[src/rtl/decoder_scan.sv]
// Registered one-hot channel decoder with direct select and masked
// round-robin scan; every output has one cycle of latency.
module decoder_scan #(
  parameter int SEL_W = 3,
  parameter int DWELL = 4
) (
  input  logic                  Clk,
  input  logic                  Rst_n,
  input  logic                  Enable,
  input  logic                  Mode,
  input  logic [SEL_W-1:0]      S,
  input  logic                  Load,
  input  logic [2**SEL_W-1:0]   Mask,
  output logic [2**SEL_W-1:0]   O,
  output logic [SEL_W-1:0]      Idx,
  output logic                  Valid,
  output logic                  Wrap
);

  localparam int N    = 2 ** SEL_W;
  localparam int DW_W = (DWELL > 1) ? $clog2(DWELL) : 1;
  localparam logic [DW_W-1:0] DW_LAST = DW_W'(DWELL - 1);

  typedef enum logic [1:0] {
    ST_OFF    = 2'd0,
    ST_DIRECT = 2'd1,
    ST_SCAN   = 2'd2
  } state_e;

  state_e            state_q, state_d;
  logic [SEL_W-1:0]  idx_q, idx_d;
  logic [DW_W-1:0]   dwell_q, dwell_d;
  logic [N-1:0]      o_q, o_d;
  logic              valid_q, valid_d;
  logic              wrap_q, wrap_d;
  logic [SEL_W-1:0]  nxt;
  logic [SEL_W-1:0]  cand;

  // Nearest eligible index after idx_q, circularly; offset N is idx_q itself.
  always_comb begin
    nxt  = idx_q;
    cand = idx_q;
    for (int k = N; k >= 1; k--) begin
      cand = idx_q + SEL_W'(k);
      if (Mask[cand]) nxt = cand;
    end
  end

  always_comb begin
    state_d = state_q;
    idx_d   = idx_q;
    dwell_d = dwell_q;
    o_d     = '0;
    wrap_d  = 1'b0;
    if (!Enable) begin
      state_d = ST_OFF;
    end else if (!Mode) begin
      state_d    = ST_DIRECT;
      idx_d      = S;
      dwell_d    = '0;
      o_d[S]     = 1'b1;
    end else begin
      state_d = ST_SCAN;
      if (Load) begin
        idx_d   = S;
        dwell_d = '0;
      end else if (state_q != ST_SCAN) begin
        dwell_d = '0;
      end else if (Mask == '0) begin
        dwell_d = dwell_q;
      end else if (dwell_q == DW_LAST) begin
        idx_d   = nxt;
        dwell_d = '0;
        wrap_d  = (nxt <= idx_q);
      end else begin
        dwell_d = dwell_q + 1'b1;
      end
      o_d[idx_d] = Mask[idx_d];
    end
    valid_d = |o_d;
  end

  always_ff @(posedge Clk) begin
    if (!Rst_n) begin
      state_q <= ST_OFF;
      idx_q   <= '0;
      dwell_q <= '0;
      o_q     <= '0;
      valid_q <= 1'b0;
      wrap_q  <= 1'b0;
    end else begin
      state_q <= state_d;
      idx_q   <= idx_d;
      dwell_q <= dwell_d;
      o_q     <= o_d;
      valid_q <= valid_d;
      wrap_q  <= wrap_d;
    end
  end

  assign O     = o_q;
  assign Idx   = idx_q;
  assign Valid = valid_q;
  assign Wrap  = wrap_q;

endmodule

[config.mk]
export PLATFORM = sky130hd
export DESIGN_NAME = decoder_scan
export DESIGN_NICKNAME = d
export VERILOG_FILES = /design/src/rtl/decoder_scan.sv
export SDC_FILE = /design/constraint.sdc
export NUM_CORES = 1
export LEC_CHECK = 0
export CORE_MARGIN = 5
export CORE_UTILIZATION = 35
export DETAILED_ROUTE_END_ITERATION = 7
export GPL_ROUTABILITY_DRIVEN = 0
export PLACE_DENSITY = 0.65
export REMOVE_ABC_BUFFERS = 1
export SYNTH_ARGS = -nofsm -noshare
export SYNTH_HDL_FRONTEND = slang
export SYNTH_SLANG_ARGS = --single-unit
[constraint.sdc]
create_clock -name Clk -period 3.5 [get_ports Clk]
set_clock_uncertainty 0.1 [all_clocks]
set_input_delay 0.7 -clock Clk [delete_from_list [all_inputs] [get_ports Clk]]
set_output_delay 0.7 -clock Clk [all_outputs]
set_load 0.05 [all_outputs]
# After elaboration in Yosys (flattened, before gate mapping)
# Cells that the tools add are included.
[totals]
ff_bits = 17
out_inout_bits = 13
wordCells = 83
[op_classes]
add_sub_neg = 8
n_lt_le_gt_ge = 12
n_eq_ne = 3
muxes = 42
bitwise = 5
reduce_logical = 7
[ops]
columns = ["operator", "n"]
rows = [
  ["$mux W3", 14],
  ["$lt A3 B4 Y1 const B", 9],
  ["$bmux W1 S3", 8],
  ["$mux W8", 2],
  ["$add A3 B3 Y3 const B", 4],
  ["$mux W2", 6],
  ["$mux W1", 10],
  ["$and A8 B8 Y8", 1],
  ["$logic_not A8 Y1", 1],
  ["$reduce_or A8 Y1", 1],
  ["$reduce_or A7 Y1", 1],
  ["$add A3 B2 Y3 const B", 2],
  ["$demux W1 S3", 2],
  ["$ge A3 B1 Y1 const B", 2],
  ["$ne A4 B4 Y1 const B", 1],
  ["$not A1 Y1", 4],
  ["$reduce_and A2 Y1", 2],
  ["$add A3 B1 Y3 const B", 1],
  ["$le A3 B3 Y1", 1],
  ["$add A2 B1 Y2 const B", 1],
  ["$eq A2 B2 Y1 const B", 1],
  ["$logic_and A1 B1 Y1", 2],
  ["$ne A2 B2 Y1 const B", 1],
]

# Longest topological paths before layout
# Gate-level depths: netlist of the first run.
[depth]
word_depth = 24
mapped_depth = 17
ltp_nobuf = 14

# Least setup slack after synthesis of the first run
# Ideal clock, no wire load.
[synth_path]
path_type = "reg2reg"
startpoint = "register idx_q[1] (netlist: Idx[1])"
endpoint = "register valid_q (netlist: Valid)"
arrival_time_ps = 4016
t_required_ps = 3299
path_slack_ps = -717
stages_incl_launch_ff = 16
n_path_buf = 3
path_cell_list = "dfxtp_1 > buf_2 > buf_2 > inv_2 > ha_1 > buf_6 > mux2_4 > mux4_2 > nand2_1 > o21ai_1 > a221o_1 > o31ai_4 > o21ai_4 > or4b_4 > o221a_1 > o41ai_1"
[synth_between]
elab_chain_len = 24
[synth_rtl]
columns = ["item", "line", "text"]
rows = [
  ["start, declared", "31", "logic [SEL_W-1:0] idx_q, idx_d;"],
  ["start signal, assigned", "93", "idx_q <= idx_d;"],
  ["$add A3 B3 Y3", "44", "cand = idx_q + SEL_W'(k);"],
  ["$bmux W1 S3", "45", "if (Mask[cand]) nxt = cand;"],
  ["$mux W1 (not written as such)", "45", ""],
  ["$mux W3 (7 in series)", "45", ""],
  ["$mux W3", "71", "end else if (dwell_q == DW_LAST) begin"],
  ["$mux W3", "69", "end else if (Mask == '0) begin"],
  ["$mux W3 *", "67", "end else if (state_q != ST_SCAN) begin"],
  ["$mux W3 *", "64", "if (Load) begin"],
  ["[... 2 more ...]", "n/a", ""],
  ["$lt A3 B4 Y1 (not written as such) / $ge A3 B1 Y1 (equally long branches)", "78", "o_d[idx_d] = Mask[idx_d];"],
  ["$logic_and A1 B1 Y1 (not written as such)", "78", ""],
  ["$mux W1 (not written as such)", "78", ""],
  ["$demux W1 S3", "78", ""],
  ["$and A8 B8 Y8 (no line) *", "n/a", ""],
  ["$mux W8 *", "57", "end else if (!Mode) begin"],
  ["$mux W8 *", "55", "if (!Enable) begin"],
  ["$reduce_or A8 Y1 *", "80", "valid_d = |o_d;"],
  ["end signal, assigned", "96", "valid_q <= valid_d;"],
  ["end, declared", "34", "logic valid_q, valid_d;"],
]
# Mark *: on every way between the ends. The rest lies on a longest branch, timed or not. The select of a mux whose other input is x is not followed.
# A chain may end at the register's enable or synchronous reset.

# Worst setup path after layout of the first run
[layout_path]
startpoint = "input Mask[4]"
endpoint = "register valid_q (netlist: Valid)"
[layout_between]
elab_chain_len = 23
[layout_rtl]
columns = ["item", "line", "text"]
rows = [
  ["start, declared", "13", "input logic [2**SEL_W-1:0] Mask,"],
  ["$bmux W1 S3", "45", ""],
  ["$mux W1 (not written as such)", "45", ""],
  ["$mux W3 (7 in series)", "45", ""],
  ["$mux W3", "71", ""],
  ["$mux W3", "69", ""],
  ["$mux W3", "67", ""],
  ["$mux W3", "64", ""],
  ["$mux W3", "57", ""],
  ["$mux W3", "55", ""],
  ["$lt A3 B4 Y1 (not written as such) / $ge A3 B1 Y1 (equally long branches)", "78", ""],
  ["$logic_and A1 B1 Y1 (not written as such)", "78", ""],
  ["$mux W1 (not written as such)", "78", ""],
  ["$demux W1 S3", "78", ""],
  ["$and A8 B8 Y8 (no line) *", "n/a", ""],
  ["$mux W8 *", "57", ""],
  ["$mux W8 *", "55", ""],
  ["$reduce_or A8 Y1 *", "80", ""],
]
# Marked as above.

==> flow_metrics.py, run 1 <==
metrics = {
    "outcome": {
        "status": "complete, no violations",
    },
    "global_route": {
        "use_met2_pct": 25.1,
        "grt_pass1_vias": 1986,
        "antenna_found_initial": 0,
        "grt_pass1_wl_mm": 9.57,
        "busiest_layer": "met2",
        "grt_usage_pct": 15.9,
        "met3_usage_pct": 2.72,
        "grt_util_met1_pct": 22.7,
        "grt_max_degree": 22,
        "gr-total-overflow": 0,
    },
    "synth": {
        "yosysTopAreaCellShare_pct": 17.3,
        "synthMostInstantiatedCell": "nor2_1",
        "yosys_warnings": 0,
        "ys_seq_area_share_pct": 17.3,
        "syn_inst": 233,
        "async_flop_share_pct": 0,
        "synthTopCellsByCount": "nor2_1 (26), dfxtp_1 (17), nand2_1 (15)",
        "synth-seq-cells": 17,
        "synth_top_area_cell": "dfxtp_1",
        "synth_ff_type": "dfxtp_1",
        "synth_area_leaders": "dfxtp_1 (17%), mux4_2 (9.2%), mux2i_1 (5.1%), nor2_1 (5.0%), ha_1 (3.8%)",
        "synth-edff-count": 0,
        "yosysUniqueCellTypes": 63,
        "syn_area_um2": 1970,
        "syn_avg_cell_area_um2": 8.44,
    },
    "floorplan": {
        "die-area_um2": 7220,
        "coreArea_um2": 5470,
        "initial_core_util_pct": 35.9,
        "rows": 27,
        "ioPinCount": 29,
        "die_x_um": 85.0,
        "die_h_um": 85.0,
    },
    "timing": {
        "slew_headroom_pct": 64.7,
        "finalHoldViolations": 0,
        "report.final.slew_viol_count": 0,
        "clock.fmax_ghz": 0.292,
        "finalCriticalPeriod_ns": 3.42,
        "fin_ws_ns": 0.0772,
        "worst_pin_slew_ns": 0.528,
        "finalCritPeriodShare_pct": 97.8,
        "hold_slack_ns": 0.420,
        "final-setup-viol-count": 0,
        "rsz0062_at_grt": "yes",
    },
    "critical_path": {
        "slowest_stage": "mux4_2",
        "worstSetupPathType": "input pin to register",
        "cp_max_fo": 6,
        "cp_num_buf_inv": 2,
        "reg2reg_from": "Idx[0]",
        "worstSetupEndpointType": "register",
        "arrival_ns": 3.48,
        "slowest_delay_ns": 0.54,
        "r2r-end": "Valid",
        "reg2reg_depth": 13,
        "path_cells": "dlygate4sd2_1, mux4_2, mux2_4, a311o_1, a31o_1, o211ai_2, o41ai_4, buf_4, or4_4, o221a_1, o41ai_2",
        "worst_setup_path_start_kind": "input pin",
        "reg2reg_slack_ns": 0.09,
        "critPathTopFamily": "compound AO/OA/AOI/OAI gates",
        "worstPathRequired_ns": 3.56,
    },
    "layout": {
        "final_cell_area_um2": 2860,
        "finish.utilization_pct": 52.2,
        "n_fill_cell": 518,
        "area_growth_pct": 45.4,
        "fin_nets": 333,
        "n_antenna_cell": 0,
        "drive_gt1_share_pct": 39.0,
    },
    "clock_network": {
        "cts_num_sinks": 17,
        "clk_latency_ns": 0.26,
        "cts.clk_slew.worst_paths_ns": 0.07,
        "cts_made_buffers": 3,
        "cts_root_buffer": "clkbuf_8",
        "htreeDepth": 1,
        "cts_tree": "built",
        "max-clock-path-buffers": 2,
        "postCtsHoldBufs": 0,
    },
    "route": {
        "dr.pass1.iters": 4,
        "wl_per_cell_um": 16.0,
        "vias": 2178,
        "routed_wl_mm": 6.13,
        "ant_nets": 0,
        "route.detailed.drc": 0,
        "detail_route.vias_per_cell": 5.70,
        "dr.first_iter.drc_count": 207,
    },
    "hold_path": {
        "holdPathEnd": "dwell_q[1]",
        "hold_depth": 2,
        "hp-start": "dwell_q[1]",
        "hold_path_class": "register to register",
    },
    "place": {
        "portBuffers": 28,
        "preCtsSetupSlack_ns": -0.621,
        "hpwl_mm": 4.56,
        "place_area_um2": 2640,
    },
    "power": {
        "vdd.ir_drop.worst_v": 0.000144,
        "powerDensity_nw_per_um2": 305,
        "p_leak_nw": 1.18,
        "power_mw": 0.871,
    },
    "job": {
        "maxCapViolations": 0,
    },
}
layout make-up:
cell class,count,area (um2),area share (%)
clock buffer,3,41.3,1.44
tap,72,90.1,3.15
clock inverter,1,5.00,0.175
timing repair buffer,88,722,25.3
inverter,14,55.1,1.93
multi-input combinational,187,1600,56.1
sequential,17,343,12.0
worst max path at each step:
stage / start / end / slack [ns] / depth (start not counted)
final: Mask[4] / Valid / 0.08 / 11
after global routing: Idx[0] / Valid / -0.04 / 13
after CTS: Mask[2] / Valid / 0.004 / 12
after detailed placement: Mask[0] / Valid / -0.62 / 11
after global placement: Mask[0] / Valid / -0.59 / 11
after floorplan: Idx[0] / Valid / -1.22 / 11
stage by stage:
stage               TNS, ns  cells
floorplan            -11.39    218
global placement      -3.95    371
detailed placement    -4.48    371
CTS                       0    376
global route        -0.0405    382
finish                    0    382
worst reg2reg max path: cells and delay by family (launching register included):
kind / cells / cell delay, ns
compound gates: 6 / 0.97
fa+ha+maj: 1 / 0.31
simple gates: 2 / 0.62
buf+inv: 2 / 0.17
flops: 1 / 0.35
mux: 2 / 0.81
flip-flops by register name (all words and copies together) (netlist names):
signal   count
Valid        1
dwell_q      2
state_q      2
O            8
Wrap         1
Idx          3
cell usage in the layout, fill, tap and decap left out, types with 3 or more instances in the layout:
cell,count
a21oi_1,11
buf_4,54
ha_1,5
mux2_4,8
nor3_1,7
buf_6,6
clkbuf_2,5
a31oi_1,5
nor2b_1,5
mux4_2,9
or3_1,3
nand2b_1,6
clkbuf_8,3
nand3_1,5
inv_1,11
nor2_1,23
mux2_1,3
nand2_1,14
mux2i_1,9
a221oi_1,4
and3_1,3
dfxtp_1,15
o21ai_0,5
clkdlybuf4s50_1,20
layer usage:
layer	share of wire [%]	wire length (um)
met1	46	2800
met2	46	2810
met3	6.2	381
met4	2.3	138
met5	0	0
kinds of logic after synthesis:
family / synth area share, %
and+or+nand+nor: 22.1
AOI/OAI and AO/OA: 24.1
muxes: 23.2
buffers and inverters: 7.70
DFF: 17.3
adders and majority gates: 3.82
xor gates and xnor gates: 1.78
timing repair:
item / CTS / global route
buffers inserted: 1 / 6
pin swaps: 2 / 12
gates resized for setup: 19 / 43
setup endpoints to repair: 12 / 2
where the power goes:
group / total (mW) / internal [mW] / switching [mW]
combinational: 0.517 / 0.258 / 0.259
sequential: 0.204 / 0.200 / 0.00371
clock: 0.150 / 0.0792 / 0.0711
(Power assumes the default switching activity.)
==> run 2, diff against run 1 <==
--- a/config.mk
+++ b/config.mk
@@ -9,7 +9,7 @@
 export CORE_UTILIZATION = 35
 export DETAILED_ROUTE_END_ITERATION = 7
 export GPL_ROUTABILITY_DRIVEN = 0
-export PLACE_DENSITY = 0.65
+export PLACE_DENSITY = 0.63
 export REMOVE_ABC_BUFFERS = 1
 export SYNTH_ARGS = -nofsm -noshare
 export SYNTH_HDL_FRONTEND = slang
==> constraint.sdc (replaced) <==
create_clock -name Clk -period 4 [get_ports Clk]
set_clock_uncertainty 0.1 [all_clocks]
set_input_delay 0.8 -clock Clk [delete_from_list [all_inputs] [get_ports Clk]]
set_output_delay 0.8 -clock Clk [all_outputs]
set_load 0.05 [all_outputs]
==> flow_metrics.py, run 2 (synthesized netlist as in run 1, its figures left out) <==
metrics = {
    "timing": {
        "clock.fmax_ghz": 0.258,
        "hold_slack_ns": 0.440,
        "worst_pin_slew_ns": 0.509,
        "finalCritPeriodShare_pct": 96.8,
        "slew_headroom_pct": 66.0,
        "report.final.slew_viol_count": 0,
        "rsz0062_at_grt": "no",
        "final-setup-viol-count": 0,
        "tns_ns": 0,
        "fin_ws_ns": 0.127,
        "finalCriticalPeriod_ns": 3.87,
        "finalHoldViolations": 0,
    },
    "clock_network": {
        "cts.clk_slew.worst_paths_ns": 0.07,
        "max-clock-path-buffers": 2,
        "cts_root_buffer": "clkbuf_8",
        "cts_made_buffers": 3,
        "cts_num_sinks": 17,
        "clk_latency_ns": 0.25,
        "cts_tree": "built",
        "htreeDepth": 1,
    },
    "power": {
        "p_leak_nw": 1.03,
        "powerDensity_nw_per_um2": 267,
        "vdd.ir_drop.worst_v": 0.000142,
    },
    "critical_path": {
        "cp_max_fo": 7,
        "worstSetupEndpointType": "register",
        "worstPathRequired_ns": 4.03,
        "arrival_ns": 3.90,
        "reg2reg_depth": 13,
        "worstSetupPathType": "input pin to register",
        "worst_setup_path_start_kind": "input pin",
    },
    "floorplan": {
        "initial_core_util_pct": 35.9,
        "rows": 27,
        "die-area_um2": 7220,
        "coreArea_um2": 5470,
        "ioPinCount": 29,
        "die_x_um": 85.0,
        "die_h_um": 85.0,
    },
    "place": {
        "portBuffers": 28,
        "preCtsSetupSlack_ns": -0.189,
        "hpwl_mm": 4.45,
    },
    "hold_path": {
        "hold_path_class": "register to register",
        "hold_depth": 2,
    },
    "route": {
        "route.detailed.drc": 0,
        "vias": 2050,
        "routed_wl_mm": 5.64,
        "wl_per_cell_um": 15.8,
        "dr.pass1.iters": 4,
        "detail_route.vias_per_cell": 5.73,
        "dr.first_iter.drc_count": 280,
        "ant_nets": 0,
    },
    "layout": {
        "final_common_cell": "buf_4",
        "area_growth_pct": 31.6,
        "final_cell_mix": "buf_4 (36), nor2_1 (26), clkdlybuf4s50_1 (25)",
        "n_fill_cell": 528,
        "drive_gt1_share_pct": 25.5,
        "largest_reg_flops": 8,
        "fin_nets": 309,
        "n_antenna_cell": 0,
        "finish.utilization_pct": 47.3,
    },
    "job": {
        "maxCapViolations": 0,
    },
    "global_route": {
        "gr-total-overflow": 0,
        "grt_pass1_wl_mm": 9.52,
        "grt_max_degree": 22,
        "antenna_found_initial": 0,
        "grt_usage_pct": 15.9,
        "grt_pass1_vias": 1904,
    },
    "outcome": {
        "status": "complete, no violations",
    },
}
run 2: cell count changes in the layout (fill, tap and decap cells not counted), sizes merged:
cell	change
buf	-25
dlygate4sd2	-1
clkdlybuf4s50	+5
clkdlybuf4s15	-1
clkbuf	-5
dlymetal6s2s	+3
run 2: layer usage:
metal	part of all wire [%]	wire length (um)	GRT usage (%)	vias to the layer above
met2	47	2680	25.8	67
met3	5.2	291	2.82	4
li1	-	-	-	990
met4	0.90	51	2.73	0
met5	0	0	0	-
met1	46	2620	22.2	989
run 2: layout make-up:
type | count | area [um2] | share of cell area [%]
inverters | 14 | 52.6 | 2.03
repair buffers | 64 | 558 | 21.6
well taps | 72 | 90.1 | 3.48
clock buffers | 3 | 41.3 | 1.59
clock inverters | 1 | 5.00 | 0.193
multi-input cells | 187 | 1500 | 58.0
flip-flops and latches | 17 | 340 | 13.1
run 2: critical path, cell delays in order:
cell	delay, ns
clkdlybuf4s50_1	0.53
mux4_2	0.53
mux2_2	0.32
a41oi_1	0.24
a21oi_2	0.12
mux2i_2	0.22
and2_4	0.21
mux2_2	0.38
mux2_1	0.30
o22ai_1	0.17
o41ai_1	0.09
run 2: report_power, final:
group	switching (mW)	total [mW]	internal, mW
logic	0.201	0.384	0.183
clock network	0.0610	0.130	0.0692
registers	0.00232	0.177	0.175
total	0.264	0.691	0.427
run 2: metrics by stage:
| step | std cells | instance area [um2] | power, mW |
|---|---|---|---|
| finish | 358 | 2590 | 0.691 |
| global route | 358 | 2590 | 0.739 |
| global placement | 354 | 2510 | 0.553 |
| CTS | 358 | 2550 | 0.689 |
| floorplan | 218 | 1870 | 0.421 |
| detailed placement | 354 | 2510 | 0.556 |
run 2: timing repair:
action / in CTS / in global routing
setup endpoints to repair: 0 / 1
hold buffers: 0 / 0
resized for setup: 0 / 10
endpoints found under the hold margin: 0 / 0
setup buffers: 0 / 0
run 2: worst paths after layout:
check                                   to  startpoint  slack, ns
worst min-delay path            dwell_q[1]  dwell_q[1]       0.44
worst min register to register  dwell_q[1]  dwell_q[1]       0.44
worst max register to register       Valid      Idx[0]       0.24
worst max-delay path                 Valid     Mask[5]       0.13
